--- src/rtl/gpio_irq_if.sv ---
// Device-bus bundle: single-cycle request, registered response one cycle later.
interface gpio_irq_if;
  logic        device_req;
  logic [31:0] device_addr;
  logic        device_we;
  logic [3:0]  device_be;
  logic [31:0] device_wdata;
  logic        device_rvalid;
  logic [31:0] device_rdata;

  modport master (
    output device_req, device_addr, device_we, device_be, device_wdata,
    input  device_rvalid, device_rdata
  );

  modport slave (
    input  device_req, device_addr, device_we, device_be, device_wdata,
    output device_rvalid, device_rdata
  );
endinterface

--- src/rtl/gpio_irq.sv ---
// Edge-detect interrupt controller for debounced GPIO inputs: sticky edge
// flags, per-line enables, single registered level interrupt.
module gpio_irq #(
  parameter int unsigned GpiWidth = 8
) (
  input  logic                clk_i,
  input  logic                rst_i,
  gpio_irq_if.slave           bus_if,
  input  logic [GpiWidth-1:0] gp_dbnc_i,
  output logic                irq_o
);

  localparam logic [11:0] OffState  = 12'h000;
  localparam logic [11:0] OffEnable = 12'h004;
  localparam logic [11:0] OffRise   = 12'h008;
  localparam logic [11:0] OffFall   = 12'h00C;
  localparam logic [11:0] OffTest   = 12'h010;
  localparam logic [11:0] OffPrev   = 12'h014;

  logic [GpiWidth-1:0] state_q, state_d;
  logic [GpiWidth-1:0] enable_q, enable_d;
  logic [GpiWidth-1:0] rise_en_q, rise_en_d;
  logic [GpiWidth-1:0] fall_en_q, fall_en_d;
  logic [GpiWidth-1:0] prev_q;
  logic                primed_q;
  logic                rvalid_q, rvalid_d;
  logic [31:0]         rdata_q, rdata_d;
  logic                irq_q, irq_d;

  logic [31:0]         be_mask;
  logic [GpiWidth-1:0] wmask, wbits;
  logic [GpiWidth-1:0] w1c_clear, test_wr;
  logic [GpiWidth-1:0] rise, fall, set_bits;
  logic [11:0]         offset;
  logic                wr_en, rd_en;
  logic                unused_bits;

  for (genvar gi = 0; gi < 4; gi++) begin : g_be_mask
    assign be_mask[8*gi +: 8] = {8{bus_if.device_be[gi]}};
  end

  assign offset = bus_if.device_addr[11:0];
  assign wr_en  = bus_if.device_req & bus_if.device_we;
  assign rd_en  = bus_if.device_req & ~bus_if.device_we;
  assign wmask  = be_mask[GpiWidth-1:0];
  // Disabled byte lanes contribute zeros, which is what W1C/W1S need.
  assign wbits  = bus_if.device_wdata[GpiWidth-1:0] & wmask;
  assign unused_bits = ^{bus_if.device_addr[31:12], bus_if.device_wdata, be_mask};

  assign rise     = {GpiWidth{primed_q}} & gp_dbnc_i & ~prev_q;
  assign fall     = {GpiWidth{primed_q}} & ~gp_dbnc_i & prev_q;
  assign set_bits = (rise & rise_en_q) | (fall & fall_en_q) | test_wr;

  always_comb begin
    enable_d  = enable_q;
    rise_en_d = rise_en_q;
    fall_en_d = fall_en_q;
    w1c_clear = '0;
    test_wr   = '0;
    if (wr_en) begin
      case (offset)
        OffState:  w1c_clear = wbits;
        OffEnable: enable_d  = (enable_q & ~wmask) | wbits;
        OffRise:   rise_en_d = (rise_en_q & ~wmask) | wbits;
        OffFall:   fall_en_d = (fall_en_q & ~wmask) | wbits;
        OffTest:   test_wr   = wbits;
        default:   ;
      endcase
    end
    // A fresh edge beats a simultaneous clear so no event is ever lost.
    state_d = (state_q & ~w1c_clear) | set_bits;
    irq_d   = |(state_d & enable_d);
  end

  always_comb begin
    rvalid_d = bus_if.device_req;
    rdata_d  = '0;
    if (rd_en) begin
      case (offset)
        OffState:  rdata_d = 32'(state_q);
        OffEnable: rdata_d = 32'(enable_q);
        OffRise:   rdata_d = 32'(rise_en_q);
        OffFall:   rdata_d = 32'(fall_en_q);
        OffPrev:   rdata_d = 32'(prev_q);
        default:   rdata_d = '0;
      endcase
    end
  end

  always_ff @(posedge clk_i) begin
    if (rst_i) begin
      state_q   <= '0;
      enable_q  <= '0;
      rise_en_q <= '0;
      fall_en_q <= '0;
      prev_q    <= '0;
      primed_q  <= 1'b0;
      rvalid_q  <= 1'b0;
      rdata_q   <= '0;
      irq_q     <= 1'b0;
    end else begin
      state_q   <= state_d;
      enable_q  <= enable_d;
      rise_en_q <= rise_en_d;
      fall_en_q <= fall_en_d;
      prev_q    <= gp_dbnc_i;
      primed_q  <= 1'b1;
      rvalid_q  <= rvalid_d;
      rdata_q   <= rdata_d;
      irq_q     <= irq_d;
    end
  end

  assign bus_if.device_rvalid = rvalid_q;
  assign bus_if.device_rdata  = rdata_q;
  assign irq_o                = irq_q;

endmodule

--- src/flat_wrapper.sv ---
// flat-port wrapper written by rule: the top's interface ports become plain ports
module gpio_irq_flat 
#(
  parameter int unsigned GpiWidth = 8
)
  (clk_i, rst_i, gp_dbnc_i, irq_o, bus_if_device_req, bus_if_device_addr, bus_if_device_we, bus_if_device_be, bus_if_device_wdata, bus_if_device_rvalid, bus_if_device_rdata);
  gpio_irq_if bus_if_i ();
  input  logic clk_i;
  input  logic rst_i;
  input  logic [GpiWidth-1:0] gp_dbnc_i;
  output logic irq_o;
  input wire logic [$bits(bus_if_i.device_req)-1:0] bus_if_device_req;
  input wire logic [$bits(bus_if_i.device_addr)-1:0] bus_if_device_addr;
  input wire logic [$bits(bus_if_i.device_we)-1:0] bus_if_device_we;
  input wire logic [$bits(bus_if_i.device_be)-1:0] bus_if_device_be;
  input wire logic [$bits(bus_if_i.device_wdata)-1:0] bus_if_device_wdata;
  output wire logic [$bits(bus_if_i.device_rvalid)-1:0] bus_if_device_rvalid;
  output wire logic [$bits(bus_if_i.device_rdata)-1:0] bus_if_device_rdata;
  assign bus_if_i.device_req = bus_if_device_req;
  assign bus_if_i.device_addr = bus_if_device_addr;
  assign bus_if_i.device_we = bus_if_device_we;
  assign bus_if_i.device_be = bus_if_device_be;
  assign bus_if_i.device_wdata = bus_if_device_wdata;
  assign bus_if_device_rvalid = bus_if_i.device_rvalid;
  assign bus_if_device_rdata = bus_if_i.device_rdata;
  gpio_irq #(.GpiWidth(GpiWidth)) u_core (.clk_i(clk_i), .rst_i(rst_i), .bus_if(bus_if_i), .gp_dbnc_i(gp_dbnc_i), .irq_o(irq_o));
endmodule
--- config.mk ---
export PLATFORM = sky130hd
export DESIGN_NAME = gpio_irq_flat
export DESIGN_NICKNAME = d
export VERILOG_FILES = /design/src/rtl/gpio_irq_if.sv /design/src/rtl/gpio_irq.sv /design/src/flat_wrapper.sv
export SDC_FILE = /design/constraint.sdc
export NUM_CORES = 1
export LEC_CHECK = 0
export BUFFER_PORTS_ARGS = -buffer_cell sky130_fd_sc_hd__buf_2
export CAP_MARGIN = 20
export CORE_MARGIN = 3
export CORE_UTILIZATION = 42
export CTS_CLUSTER_DIAMETER = 150
export CTS_CLUSTER_SIZE = 40
export DETAILED_ROUTE_END_ITERATION = 10
export PLACE_DENSITY_LB_ADDON = 0.1
export SLEW_MARGIN = 10
export SYNTH_ARGS = -nofsm -noshare
export SYNTH_HDL_FRONTEND = slang
export SYNTH_SLANG_ARGS = --single-unit
--- constraint.sdc ---
create_clock -name clk_i -period 1.9 [get_ports clk_i]
set_input_delay 0.095 -clock clk_i [delete_from_list [all_inputs] [get_ports clk_i]]
set_output_delay 0.095 -clock clk_i [all_outputs]
set_load 0.01 [all_outputs]
# [Word level (Yosys, flattened, before mapping)]
# Cells that the tools add are included.
[totals] in_bits=80 ff_bits=75 wordCells=53
[classes] bitwise=26 reduce_logical=5 mux=8 n_eq_ne=5
[op_table] op="$and A8 B8 Y8" count=12
[op_table] op="$mux W8" count=6
[op_table] op="$or A8 B8 Y8" count=6
[op_table] op="$pmux W8 S5" count=1
[op_table] op="$not A8 Y8" count=4
[op_table] op="$eq A12 B4 Y1 const B" count=2
[op_table] op="$eq A12 B5 Y1 const B" count=2
[op_table] op="$eq A12 B3 Y1 const B" count=1
[op_table] op="$logic_not A12 Y1" count=1
[op_table] op="$reduce_or A8 Y1" count=1
[op_table] op="$reduce_and A2 Y1" count=2
[op_table] op="$and A1 B1 Y1" count=2
[op_table] op="$not A1 Y1" count=2
[op_table] op="$reduce_or A2 Y1" count=1
[op_table] op="$mux W1" count=1

# [Depth between registers and ports, before layout]
[logic_depth] word_depth=9 depth_mapped=7

# [Worst setup path before layout]
# OpenSTA, ideal clock, no wires.
[synth_timing] kind="in2reg" from="input port bus_if_device_addr[9]" to="register (tool-made name)" setup_ns=0.128 path_stages=7 slack_ns=0.092 t_required_ns=1.772 path_buffers=1 arrival_ns=1.680 cell_sequence="or4_4 nor4b_2 and3_1 buf_6 nand4_4 mux2i_1 nor2_1"
[synth_rtl] element="start: declaration" line="flat_wrapper.sv:13" rtl="input wire logic [$bits(bus_if_i.device_addr)-1:0] bus_if_device_addr;"

==> reports/qor.yml <==
outcome: "finished clean"
crit_type: "in -> reg"
ys_types: 42
ir_drop_v: 0.000354
cts_tree: "done"
multiInputGateArea_sq_mm: 0.00127
crit_chain: "buf_2 > or4_4 > nor4b_2 > and3_1 > nand4_4 > mux2i_1 > nor2_1"
power_density_mw_per_mm2: 640
syn2layout_area_growth_pct: 13.5
grt_pass1_vias: 2010
fill_cells: 581
finalHoldViolCount: 0
total_power_mw: 1.81
crit_path_max_fanout: 8
cp-start-kind: "input pin"
drt-vias-per-instance: 5.32
synth_edf_count: 0
hold-worst-slack_ns: 0.0267
setup_ws_ns: 0.231
drt_iter0_drc: 160
place_inst: 374
ctsResizeCount: 0
antenna_found_initial: 0
die_area_sq_mm: 0.00688
clk-insertion-delay-late_ns: 0.30
fin_cells: 381
critPathSlowestCell: "or4_4"
slowest_delay_ns: 0.56
initial_core_util_pct: 44.3
postRouteAntennaNets: 0
grt-ovfl-total: 0
core-area_sq_mm: 0.00561
grt_pass1_wl_microns: 10300
io_buffers: 42
pin_count: 114
cap_violations: 0
die_w_microns: 82.9
tightest_slew_ns: 0.528
syn_area_sq_mm: 0.00249
layout.nets: 390
rsz0062_at_grt: "no"
num_antenna_cells: 0
drt_pass1_iterations: 6
design_area_sq_mm: 0.00282
drt-wirelength-per-cell_microns: 16.1
min_from: "gp_dbnc_i[4]"
vias: 2026
yosysSeqAreaShare_pct: 41.1
grt_max_degree: 43
setup_viol: 0
max_freq_mhz: 599
worstPathArrival_ns: 1.85
period_share_pct: 87.9
cts_max_level: 2
regArea_sq_mm: 0.00102
clk_path_buf_depth: 2
clock-sinks: 51
avgSynthCellArea_sq_um: 9.79
layout_common_cells: "dfxtp_1 (51), buf_2 (42), nor2_1 (32)"
gp_congestion: 0.812
hold_path.class: "in -> reg"
yosysWarningCount: 0
finClkSkew_ns: 0.00450
r2r-start: "u_core.primed_q$_DFF_P_"
final_common_cell: "dfxtp_1"
final_core_util_pct: 50.3
relSlewSlack_pct: 64.8
placed_cell_area_sq_mm: 0.00274
rows: 27
drt-total-wl_microns: 6120
drive_gt1_share_pct: 26.5
numCtsBuffers: 5
die_h_microns: 82.9
synth_seq_cells: 51
cp-startpoint: "bus_if_device_addr[9]"
grtUsageTotal_pct: 18.3
postCtsSetupBuffers: 0
pre_cts_slack_ns: -0.0779
ys.flop_type: "dfxtp_1"
cellLeakagePower_nw: 1.25
drc: 0
slew_violations: 0
clkTransAtPathRegs_ns: 0.09
cp-end-kind: "flip-flop"
tns_ns: 0
period_needed_ns: 1.67
synthCells: 254
worstPathRequired_ns: 2.08
cts_root_buf: "clkbuf_8"
dp_hpwl_microns: 4370
synthArstFlopShare_pct: 0
==> cell type report <==
type / count / area share (%)
Multi-Input combinational cell: 188 / 45.1
Tap cell: 72 / 3.19
Sequential cell: 51 / 36.2
Timing Repair Buffer: 61 / 12.6
Inverter: 3 / 0.399
Clock buffer: 6 / 2.57
==> final timing paths <==
kind                                  end  slack (ns)  depth (start not counted)
max reg2reg       u_core.irq_o$_SDFF_PP0_        0.40                          6
min           u_core.prev_q[4]$_SDFF_PP0_        0.03                          2
min reg2reg  u_core.state_q[6]$_SDFF_PP0_        0.53                          2
max                             flip-flop        0.23                          7
==> power by group <==
part / internal, mW / switching (mW)
sequential: 1.08 / 0.0122
combinational: 0.0486 / 0.0857
clock: 0.247 / 0.333
==> worst max-delay path, delay by kind of cell <==
family	cells	cell delay (ns)
and+or+nand+nor	5	1.41
muxes	1	0.23
buffers and inverters	1	0.10
==> synthesized netlist by cell type (3+ instances only) <==
cell type	n	area [sq um]
nor2_1	32	120
a22oi_1	8	60.1
a21oi_2	3	26.3
nand3_1	3	15.0
buf_4	24	180
inv_1	3	11.3
a222oi_1	8	80.1
dfxtp_1	51	1020
nor2b_1	10	62.6
nand4b_1	8	70.1
a31oi_1	4	25.0
buf_6	3	33.8
nand3b_1	8	60.1
a32o_2	3	33.8
nand2_1	12	45.0
a21oi_1	17	85.1
mux2i_1	24	240
clkbuf_1	4	15.0
==> timing repair <==
item	CTS	global route
hold buffers	1	0
endpoints found under the hold margin	1	0
setup endpoints to repair	0	0
==> layer usage <==
metal | vias up | global-route usage [%] | routed length (microns)
met4 | 0 | 5.50 | 88
met3 | 7 | 4.66 | 448
li1 | 995 | - | -
met2 | 79 | 27.0 | 2790
met1 | 945 | 26.2 | 2790
met5 | - | 0 | 0
==> cells by family after synthesis <==
kind of cell | synth area share (%)
buf+inv | 11.2
compound gates | 16.3
simple gates | 21.6
mux | 9.66
other cells | 0.151
flops | 41.1
No activity file was read; power rests on OpenSTA's default activity.
